[src/rtl/fifo_sync_ext.sv]
// Synchronous single-clock FIFO with first-word-fall-through or registered read output,
// threshold flags, overflow/underflow pulses and a post-reset busy window.
module fifo_sync_ext #(
    parameter int unsigned FIFO_DEPTH          = 16,
    parameter int unsigned DATA_WIDTH          = 32,
    parameter string       READ_MODE           = "fwft",
    parameter int unsigned ALMOST_FULL_THRESH  = FIFO_DEPTH - 2,
    parameter int unsigned ALMOST_EMPTY_THRESH = 2,
    parameter int unsigned RST_BUSY_CYCLES     = 4
) (
    input  logic                          clk_i,
    input  logic                          rst_i,
    output logic                          rst_busy_o,
    input  logic                          wr_en_i,
    input  logic [DATA_WIDTH-1:0]         din_i,
    input  logic                          rd_en_i,
    output logic [DATA_WIDTH-1:0]         dout_o,
    output logic                          valid_o,
    output logic                          full_o,
    output logic                          empty_o,
    output logic                          almost_full_o,
    output logic                          almost_empty_o,
    output logic [$clog2(FIFO_DEPTH):0]   count_o,
    output logic                          overflow_o,
    output logic                          underflow_o
);

    localparam int unsigned AW   = $clog2(FIFO_DEPTH);
    localparam int unsigned CW   = AW + 1;
    localparam int unsigned BW   = 4;
    localparam bit          FWFT = (READ_MODE == "fwft");

    logic [DATA_WIDTH-1:0] mem [FIFO_DEPTH];

    logic [AW-1:0]         wr_ptr_q, wr_ptr_d;
    logic [AW-1:0]         rd_ptr_q, rd_ptr_d;
    logic [CW-1:0]         count_q, count_d;
    logic                  full_q, full_d;
    logic                  empty_q, empty_d;
    logic                  afull_q, afull_d;
    logic                  aempty_q, aempty_d;
    logic [DATA_WIDTH-1:0] dout_q, dout_d;
    logic                  valid_q, valid_d;
    logic                  ovf_q, ovf_d;
    logic                  unf_q, unf_d;
    logic                  busy_q, busy_d;
    logic [BW-1:0]         busy_cnt_q, busy_cnt_d;
    logic                  wr_acc_c;
    logic                  rd_acc_c;

    // Acceptance looks only at registered flags, so a same-cycle read never frees room for a write.
    always_comb begin
        wr_acc_c   = wr_en_i && !full_q && !busy_q;
        rd_acc_c   = rd_en_i && !empty_q && !busy_q;

        wr_ptr_d   = wr_ptr_q + AW'(wr_acc_c);
        rd_ptr_d   = rd_ptr_q + AW'(rd_acc_c);
        count_d    = count_q + CW'(wr_acc_c) - CW'(rd_acc_c);
        full_d     = (count_d == CW'(FIFO_DEPTH));
        empty_d    = (count_d == '0);
        afull_d    = (count_d >= CW'(ALMOST_FULL_THRESH));
        aempty_d   = (count_d <= CW'(ALMOST_EMPTY_THRESH));
        ovf_d      = wr_en_i && full_q && !busy_q;
        unf_d      = rd_en_i && empty_q && !busy_q;

        busy_d     = busy_q;
        busy_cnt_d = busy_cnt_q;
        if (busy_q) begin
            if (busy_cnt_q == '0) begin
                busy_d = 1'b0;
            end else begin
                busy_cnt_d = busy_cnt_q - BW'(1);
            end
        end

        dout_d  = dout_q;
        valid_d = 1'b0;
        if (FWFT) begin
            // Head word after the edge; bypass din when the write lands on the new head slot.
            valid_d = !empty_d;
            if (!empty_d) begin
                dout_d = (wr_acc_c && (wr_ptr_q == rd_ptr_d)) ? din_i : mem[rd_ptr_d];
            end
        end else begin
            valid_d = rd_acc_c;
            if (rd_acc_c) begin
                dout_d = mem[rd_ptr_q];
            end
        end
    end

    always_ff @(posedge clk_i) begin
        if (wr_acc_c && !rst_i) begin
            mem[wr_ptr_q] <= din_i;
        end
    end

    always_ff @(posedge clk_i) begin
        if (rst_i) begin
            wr_ptr_q   <= '0;
            rd_ptr_q   <= '0;
            count_q    <= '0;
            full_q     <= 1'b0;
            empty_q    <= 1'b1;
            afull_q    <= 1'b0;
            aempty_q   <= 1'b1;
            dout_q     <= '0;
            valid_q    <= 1'b0;
            ovf_q      <= 1'b0;
            unf_q      <= 1'b0;
            busy_q     <= 1'b1;
            busy_cnt_q <= BW'(RST_BUSY_CYCLES);
        end else begin
            wr_ptr_q   <= wr_ptr_d;
            rd_ptr_q   <= rd_ptr_d;
            count_q    <= count_d;
            full_q     <= full_d;
            empty_q    <= empty_d;
            afull_q    <= afull_d;
            aempty_q   <= aempty_d;
            dout_q     <= dout_d;
            valid_q    <= valid_d;
            ovf_q      <= ovf_d;
            unf_q      <= unf_d;
            busy_q     <= busy_d;
            busy_cnt_q <= busy_cnt_d;
        end
    end

    assign rst_busy_o     = busy_q;
    assign dout_o         = dout_q;
    assign valid_o        = valid_q;
    assign full_o         = full_q;
    assign empty_o        = empty_q;
    assign almost_full_o  = afull_q;
    assign almost_empty_o = aempty_q;
    assign count_o        = count_q;
    assign overflow_o     = ovf_q;
    assign underflow_o    = unf_q;

endmodule

[config.mk]
export PLATFORM = sky130hd
export DESIGN_NAME = fifo_sync_ext
export DESIGN_NICKNAME = d
export VERILOG_FILES = /design/src/rtl/fifo_sync_ext.sv
export SDC_FILE = /design/constraint.sdc
export NUM_CORES = 1
export LEC_CHECK = 0
export CAP_MARGIN = 0
export CORE_UTILIZATION = 60
export CTS_BUF_LIST = sky130_fd_sc_hd__clkbuf_16
export DETAILED_ROUTE_END_ITERATION = 6
export GPL_ROUTABILITY_DRIVEN = 0
export PLACE_DENSITY = 0.88
export SLEW_MARGIN = 20
export SYNTH_ARGS = -nofsm -noshare
export SYNTH_HDL_FRONTEND = slang
export SYNTH_SLANG_ARGS = --single-unit
[constraint.sdc]
create_clock -name clk_i -period 14.6 [get_ports clk_i]
set_input_delay 4.38 -clock clk_i [delete_from_list [all_inputs] [get_ports clk_i]]
set_output_delay 4.38 -clock clk_i [all_outputs]
set_load 0.02 [all_outputs]
==> results of run 1 <==
layout by cell type (no fill, tap or decap), drive strengths merged, types with 5 or more instances in the layout:
cell type,netlist,layout
dfxtp,57,57
xnor2,8,8
clkdlybuf4s50,0,80
a22oi,65,65
mux4,128,128
a21oi,37,37
edfxtp,512,512
nand2,14,14
nor2,31,31
nor2b,9,9
clkinv,0,19
nand2b,7,7
bufinv,0,7
buf,20,26
clkbuf,39,55
a31oi,5,5
and3,5,5
a221o,32,32
ha,8,8
nor3,8,8
inv,10,25
stage by stage:
| stage | power (mW) | setup slack (ps) |
|---|---|---|
| 6_report | 3.80 | 6380 |
| 5_1_grt | 3.91 | 6200 |
| 4_1_cts | 3.81 | 6450 |
| 3_5_place_dp | 2.43 | 5890 |
| 3_3_place_gp | 2.41 | 6020 |
| 2_1_floorplan | 2.21 | 6330 |
power breakdown:
part | switching (mW) | total, mW | internal, mW
registers | 0.0375 | 1.86 | 1.83
clock network | 0.587 | 1.39 | 0.803
logic | 0.318 | 0.542 | 0.224
total | 0.943 | 3.80 | 2.85
metal layers:
metal | routed length, um | track usage, %
met1 | 17500 | 37.5
met2 | 25900 | 48.2
met3 | 5580 | 5.25
met4 | 1970 | 13.5
met5 | 0 | 0
synthesized netlist by cell type (5+ instances only):
cell / n
buf_2: 19
nor2b_1: 9
nor3_1: 8
a221o_1: 32
clkbuf_1: 39
dfxtp_1: 57
ha_1: 8
and3_1: 5
nand2_1: 14
xnor2_1: 8
nand2b_1: 7
nor2_1: 31
mux4_2: 128
edfxtp_1: 512
a21oi_1: 37
a31oi_1: 5
a22oi_1: 65
inv_1: 10
worst max-delay path by stage:
stage | end
finish | dout_o[13]$_SDFFE_PP0N_
global route | dout_o[14]$_SDFFE_PP0N_
CTS | dout_o[26]$_SDFFE_PP0N_
detailed placement | dout_o[4]$_SDFFE_PP0N_
global placement | dout_o[4]$_SDFFE_PP0N_
floorplan | mem[0][0]$_DFFE_PP_
logic make-up (layout without fill, tap and decap cells):
kind of cell / after synthesis / in the layout
adders and majority gates: 9 / 9
xor gates and xnor gates: 12 / 12
other: 0 / 2
DFF: 569 / 569
buffers and inverters: 69 / 215
and+or+nand+nor: 88 / 88
AOI/OAI and AO/OA: 153 / 153
muxes: 130 / 130
final cells by class:
class                   count  area share (%)
multi-input cells         392            19.8
inverters                  10           0.151
clock buffers              55            5.54
flip-flops and latches    569            66.5
diodes                      2          0.0202
repair buffers            106            4.11
clock inverters            44            1.53
well taps                 461            2.32
worst register-to-register path: cells and delay by family, from the launching register on:
family                     cells  cell delay [ps]
and+or+nand+nor                2              960
buffers and inverters          1              880
adders and majority gates      1              770
AOI/OAI and AO/OA              3              650
muxes                          1              580
DFF                            1              390
sequential cells by signal (all words and copies together), names as in the netlist:
name and flops:
almost_empty_o 1, underflow_o 1, busy_cnt_q 4, mem 512
rd_ptr_q 4, full_o 1, valid_o 1, rst_busy_o 1
wr_ptr_q 4, almost_full_o 1, overflow_o 1, empty_o 1
count_o 5, dout_o 32
==> impl_metrics.json, run 1 <==
{
  "grtUsageTotal_pct": 29.0,
  "yosysWarnings": 0,
  "placed_cell_area_mm2": 0.0231,
  "cts_tree": "built",
  "multiInputGateArea_mm2": 0.00491,
  "synth_simple_gate_area_share_pct": 2.05,
  "r2r-start": "rst_busy_o$_SDFF_PP1_",
  "drtIter0Drc": 1408,
  "synth_cell_type_count": 41,
  "path_cells": "clkdlybuf4s50_1 > nor3b_2 > and2_1 > ha_4 > buf_4 > mux4_2 > a22oi_1 > a21oi_1 > a221o_1",
  "drt_first_pass_iters": 5,
  "htreeDepth": 2,
  "synth.area.mux_share_pct": 13.5,
  "synth_adder_area_share_pct": 0.558,
  "cp_top_family": "buffers and inverters",
  "crit_required_ps": 15060,
  "io_buffers": 80,
  "ant_nets": 0,
  "synth_top_area_share_pct": 71.4,
  "hp-start": "dout_o[7]$_SDFFE_PP0N_",
  "async_flop_share_pct": 0,
  "grt_remaining_overflow": 0,
  "routedWlPerCell_um": 31.1,
  "end_kind": "register",
  "timing.fmax_ghz": 0.122,
  "p_per_area_mw_per_mm2": 153,
  "worst-path-buf-inv": 2,
  "peakVddDrop_uv": 137,
  "crit_path_start": "rd_en_i",
  "synthFlopType": "edfxtp_1",
  "netlist_area_mm2": 0.0215,
  "synthTopCellsByArea": "edfxtp_1, mux4_2, dfxtp_1",
  "die_w_um": 191,
  "cts_setup_buffers": 0,
  "clockBufferDepth": 3,
  "synth_top_family_by_area": "multiplexers",
  "worst_ep_arrival_time_ps": 8680,
  "die_area_mm2": 0.0366,
  "yosys.area.top_type": "edfxtp_1",
  "routed_wl_um": 51000,
  "ctsResizeCount": 0,
  "hold_path_class": "reg2reg",
  "rsz0062_at_grt": "no",
  "start_util_pct": 60.8,
  "finalInstanceArea_mm2": 0.0248,
  "slew_viol_final": 0,
  "fill_cells": 2059,
  "postSynthNetCount": 1075,
  "max_slew_margin_pct": 29.4,
  "cts_buffers": 53,
  "ioPinCount": 81,
  "cp-start-kind": "input port",
  "crit_fanout": 70,
  "register_area_mm2": 0.0165,
  "cts.sinks": 569,
  "ctsHoldBuffers": 0,
  "area_growth_pct": 15.3,
  "grt_pass1_wl_um": 74900,
  "die_y_um": 191,
  "drcViolationCount": 0,
  "syn_inst": 1030,
  "avgSynthCellArea_um2": 20.9,
  "cpPeakStageDelay_ps": 850,
  "period_minus_slack_ps": 8220,
  "reg2regPathDepth": 8,
  "max_cap_viol_count": 0,
  "ys_seq_elements": 569,
  "worstMarginPinSlew_ps": 1060,
  "synth-edff-count": 512,
  "fin_util_pct": 70.1,
  "clock_latency_ps": 580,
  "finalNetCount": 1177,
  "grt_max_degree": 99,
  "clock-root-buffer": "clkbuf_16",
  "dp.cells": 1538,
  "whs_endpoint": "dout_o[7]$_SDFFE_PP0N_",
  "r2r_slack_ps": 10280,
  "post-route-period-util_pct": 56.3,
  "tns_ps": 0,
  "synth-compound-area-share_pct": 5.23,
  "whs_path_depth": 1,
  "cp.depth": 9,
  "dpl.hpwl_um": 24500,
  "ys_seq_area_share_pct": 76.7,
  "grt_pass1_vias": 11700,
  "status": "complete, no violations",
  "cp_slowest_cell": "buf_4",
  "hold-worst-slack_ps": 487,
  "reg2reg_to": "dout_o[13]$_SDFFE_PP0N_",
  "rows": 69,
  "hold_viol_final": 0,
  "core-area_mm2": 0.0354,
  "vias_per_cell": 6.82,
  "skew_ps": 24.2,
  "fin_cells": 1639,
  "yosys.area_share.xor_xnor_pct": 0.622,
  "p_leak_nw": 7.95,
  "antenna_found_initial": 2,
  "vias": 11200,
  "crit_type": "in2reg",
  "layout-drive-gt1-share_pct": 21.9,
  "setup_viol": 0,
  "clk_pin_slew_ps": 70
}
(Power assumes the default switching activity.)
==> inputs of run 2 (changes only) <==
CORE_UTILIZATION = 55   (was 60)
PLACE_DENSITY = 0.85   (was 0.88)
clock period = 6.99 ns   (was 14.6 ns; I/O delays follow)
==> impl_metrics.json, run 2 (synthesized netlist as in run 1, its figures left out) <==
{
  "skew_ps": 16.4,
  "fill_cells": 2407,
  "routedWlPerCell_um": 29.6,
  "grtUsageTotal_pct": 26.1,
  "fin_cells": 1703,
  "finalNetCount": 1184,
  "ioPinCount": 81,
  "hold-worst-slack_ps": 485,
  "ctsHoldBuffers": 0,
  "tns_ps": 0,
  "layout_commonest_cell": "edfxtp_1",
  "area_growth_pct": 16.3,
  "antenna_found_initial": 1,
  "p_per_area_mw_per_mm2": 319,
  "max_cap_viol_count": 0,
  "largest_reg_flops": 512,
  "end_kind": "register",
  "rows": 72,
  "cp-start-kind": "input port",
  "drt_first_pass_iters": 5,
  "io_buffers": 80,
  "max_slew_margin_pct": 18.4,
  "worst-path-buf-inv": 2,
  "crit_path_frequent_cell": "nand2_1",
  "fin_ws_ps": 1610,
  "layout-drive-gt1-share_pct": 22.9,
  "rsz0062_at_grt": "no",
  "die_area_mm2": 0.0399,
  "die_y_um": 200,
  "drcViolationCount": 0,
  "worstMarginPinSlew_ps": 1220,
  "setup_viol": 0,
  "grt_max_degree": 126,
  "p_leak_nw": 8.00,
  "hold_viol_final": 0,
  "path_cells": "clkdlybuf4s50_1 > or3b_2 > nand2_1 > nand2_1 > ha_1 > fa_1 > a21o_1 > a21oi_1 > xnor2_1 > o21ai_0 > nor2_4 > buf_16 > a221o_1",
  "period_minus_slack_ps": 5380,
  "peakVddDrop_uv": 227,
  "clock_latency_ps": 600,
  "crit_type": "in2reg",
  "die_w_um": 200,
  "vias": 11200,
  "mostFrequentLayoutCells": "edfxtp_1, mux4_2, clkdlybuf4s50_1",
  "cts_buffers": 54,
  "clk_pin_slew_ps": 60,
  "routed_wl_um": 50400,
  "hold_path_class": "reg2reg",
  "post-route-period-util_pct": 77.0,
  "htreeDepth": 2,
  "start_util_pct": 55.7,
  "dp.cells": 1601,
  "cts.sinks": 569,
  "grt_remaining_overflow": 0,
  "core-area_mm2": 0.0386,
  "crit_required_ps": 7520,
  "ctsResizeCount": 0,
  "ant_nets": 0,
  "fin_util_pct": 64.8,
  "clockBufferDepth": 3,
  "vias_per_cell": 6.59,
  "crit_fanout": 17,
  "drtIter0Drc": 1483,
  "clock-root-buffer": "clkbuf_16",
  "cpPeakStageDelay_ps": 650,
  "status": "complete, no violations",
  "timing.fmax_ghz": 0.186,
  "dpl.hpwl_um": 24900,
  "top_register": "mem",
  "placed_cell_area_mm2": 0.0232,
  "power_mw": 7.99,
  "finalInstanceArea_mm2": 0.0250,
  "grt_pass1_wl_um": 73300,
  "cp_top_family": "simple AND/OR/NAND/NOR gates",
  "cts_setup_buffers": 0,
  "cts_tree": "built",
  "worst_ep_arrival_time_ps": 5910,
  "slew_viol_final": 0,
  "grt_pass1_vias": 11500,
  "preCtsSetupSlack_ps": 1070,
  "cp_slowest_cell": "nor2_4"
}
-- run 2: cell count changes in the layout (fill, tap and decap cells not counted), moves of 2 or more --
| cell | change |
|---|---|
| clkinvlp_4 | +2 |
| buf_12 | +2 |
| buf_4 | +3 |
| inv_1 | -6 |
| clkinv_2 | +4 |
-- run 2: path summary, 6_finish.rpt --
kind                                                end  slack (ps)                    from  cells past startpoint
worst max-delay path            dout_o[28]$_SDFFE_PP0N_        1610                 rd_en_i                     13
worst max register to register  dout_o[28]$_SDFFE_PP0N_        3200   rst_busy_o$_SDFF_PP1_                     12
worst min-delay path             dout_o[5]$_SDFFE_PP0N_         490  dout_o[5]$_SDFFE_PP0N_                      1
worst min register to register   dout_o[5]$_SDFFE_PP0N_         490  dout_o[5]$_SDFFE_PP0N_                      1
-- run 2: cell type report --
cell class | instances | area (um2) | area share, %
diodes | 2 | 5.00 | 0.0200
multi-input cells | 392 | 4910 | 19.6
clock inverters | 46 | 449 | 1.79
inverters | 10 | 37.5 | 0.150
repair buffers | 112 | 1110 | 4.44
clock buffers | 54 | 1350 | 5.40
well taps | 518 | 648 | 2.59
flip-flops and latches | 569 | 16500 | 66.0
-- run 2: worst register-to-register path, cell delays in order, from the launching register on --
cell and delay [ps]:
dfxtp_1 390, or3b_2 540, nand2_1 80, nand2_1 50
ha_1 210, fa_1 440, a21o_1 190, a21oi_1 170
xnor2_1 240, o21ai_0 280, nor2_4 650, buf_16 270
a221o_1 200
-- run 2: per-layer routing --
layer,track usage (%),wire [um]
met1,34.6,18500
met2,43.2,25600
met3,5.11,4750
met4,9.87,1570
met5,0,0
-- run 2: report_power, final --
group          internal [mW]  leakage [nW]  switching (mW)  total [mW]
clock network           1.71         0.910            1.25        2.96
logic                  0.471          2.02           0.660        1.13
registers               3.81          5.07          0.0816        3.89
total                   5.99          8.00            2.00        7.99
==> inputs of run 3 (changes only) <==
CORE_UTILIZATION = 60   (was 55)
PLACE_DENSITY = 0.88   (was 0.85)
clock period = 5.23 ns   (was 6.99 ns; I/O delays follow)
==> impl_metrics.json, run 3 (synthesized netlist as in run 1, its figures left out) <==
{
  "status": "complete, no violations",
  "die_y_um": 191,
  "crit_path_start": "rd_en_i",
  "dp.cells": 1551,
  "crit_path_frequent_cell": "nand2_1",
  "power_frac_seq_pct": 49.3,
  "cpPeakStageDelay_ps": 570,
  "vias": 11300,
  "die_w_um": 191,
  "p_sw_mw": 2.64,
  "clk_pin_slew_ps": 70,
  "routedWlPerCell_um": 30.3,
  "crit_type": "in2reg",
  "crit_fanout": 17,
  "fin_cells": 1650,
  "r2r_slack_ps": 1630,
  "mostFrequentLayoutCells": "edfxtp_1, mux4_2, clkdlybuf4s50_1",
  "setup_viol": 0,
  "cts_tree": "built",
  "hold-worst-slack_ps": 501,
  "rows": 69,
  "finalNetCount": 1190,
  "skew_ps": 22.5,
  "path_cells": "clkdlybuf4s50_1 > or3b_2 > nand2_1 > nand2_1 > ha_1 > fa_1 > a21o_1 > a21oi_1 > xnor2_1 > o21ai_0 > buf_4 > nor2_4 > buf_16 > a221o_1",
  "start_util_pct": 60.8,
  "io_buffers": 80,
  "post-route-period-util_pct": 89.6,
  "grt_remaining_overflow": 0,
  "worst_ep_arrival_time_ps": 5190,
  "max_cap_viol_count": 0,
  "crit_required_ps": 5740,
  "grtUsageTotal_pct": 28.3,
  "grt_pass1_wl_um": 73500,
  "hold_viol_final": 0,
  "power.internal_mw": 7.92,
  "reg2regPathDepth": 13,
  "whs_path_depth": 1,
  "cts_setup_buffers": 0,
  "sw_frac_of_total_pct": 25.0,
  "cts_buffers": 52,
  "hold_path_class": "reg2reg",
  "ioPinCount": 81,
  "p_per_area_mw_per_mm2": 421,
  "cp-start-kind": "input port",
  "drtIter0Drc": 1520,
  "largest_reg_flops": 512,
  "cts.sinks": 569,
  "timing.fmax_ghz": 0.213,
  "ant_nets": 0,
  "end_kind": "register",
  "grt_max_degree": 72,
  "routed_wl_um": 50100,
  "clockBufferDepth": 3,
  "p_leak_nw": 8.02,
  "tns_ps": 0,
  "ctsResizeCount": 0,
  "drt_first_pass_iters": 5,
  "peakVddDrop_uv": 420,
  "diodes": 0,
  "clock_latency_ps": 590,
  "r2r-start": "rst_busy_o$_SDFF_PP1_",
  "vias_per_cell": 6.84,
  "preCtsSetupSlack_ps": -258,
  "rsz0062_at_grt": "no",
  "ctsHoldBuffers": 0,
  "grt_pass1_vias": 11600,
  "fill_cells": 1958,
  "power_mw": 10.6,
  "reg2reg_to": "dout_o[18]$_SDFFE_PP0N_",
  "cp_slowest_cell": "nor2_4",
  "slew_viol_final": 0,
  "top_register": "mem",
  "worstMarginPinSlew_ps": 1060,
  "crit_path_end": "dout_o[18]$_SDFFE_PP0N_",
  "die_area_mm2": 0.0366,
  "period_minus_slack_ps": 4680,
  "antenna_found_initial": 0,
  "layout_commonest_cell": "edfxtp_1",
  "p_comb_share_pct": 15.2,
  "fin_ws_ps": 546,
  "dpl.hpwl_um": 25500,
  "core-area_mm2": 0.0354,
  "htreeDepth": 2,
  "max_slew_margin_pct": 28.8,
  "area_growth_pct": 16.5,
  "clock-root-buffer": "clkbuf_16",
  "layout-drive-gt1-share_pct": 22.6,
  "clockPowerShare_pct": 35.5,
  "drcViolationCount": 0
}
==> run 3: cell types whose count changed in the layout (fill, tap and decap cells not counted), sizes merged <==
cell	before	now
buf	32	40
bufinv	8	5
clkinvlp	5	3
diode	2	0
inv	19	22
==> run 3: cell type report <==
cell class                 count  area [um2]  area share [%]
clock buffer                  54        1350            5.39
clock inverter                44         338            1.35
inverter                      10        37.5           0.150
multi-input combinational    392        4930            19.6
sequential                   569       16500            65.8
tap                          461         577            2.30
timing repair buffer         120        1330            5.32
==> run 3: power by group through the flow <==
stage          Clock, mW  Combinational [mW]  Sequential (mW)
2_1_floorplan          0               0.786             5.37
3_3_place_gp           0                1.49             5.29
3_5_place_dp           0                1.57             5.30
4_1_cts             3.78                1.60             5.20
5_1_grt             3.94                1.70             5.21
6_report            3.75                1.61             5.21
==> run 3: worst min path at each step <==
stage	from	endpoint	slack [ps]
after global routing	full_o$_SDFF_PP0_	overflow_o$_SDFF_PP0_	520
after detailed placement	dout_o[6]$_SDFFE_PP0N_	dout_o[6]$_SDFFE_PP0N_	490
final	full_o$_SDFF_PP0_	overflow_o$_SDFF_PP0_	500
after CTS	full_o$_SDFF_PP0_	overflow_o$_SDFF_PP0_	510
after floorplan	busy_cnt_q[1]$_SDFFE_PP0P_	busy_cnt_q[1]$_SDFFE_PP0P_	480
after global placement	dout_o[6]$_SDFFE_PP0N_	dout_o[6]$_SDFFE_PP0N_	480
==> run 3: routing by layer <==
layer  global-route usage (%)  vias up  wire length, um
li1                         -     4561                -
met1                     36.7     5723            17400
met2                     47.0      856            25100
met3                     6.15      149             5600
met4                     11.4        0             1890
met5                        0        -                0
==> run 3: metrics by stage <==
stage               util [%]  instance area [um2]
finish                  70.9                25100
global route            70.9                25100
CTS                     70.8                25100
detailed placement      66.0                23400
global placement        66.0                23400
floorplan                  -                21500
==> run 3: worst max-delay path, delay by kind of cell <==
family,cells,cell delay [ps]
and+or+nand+nor,4,1160
buffers and inverters,3,920
AOI/OAI and AO/OA,4,710
adders and majority gates,2,650
xor gates and xnor gates,1,160
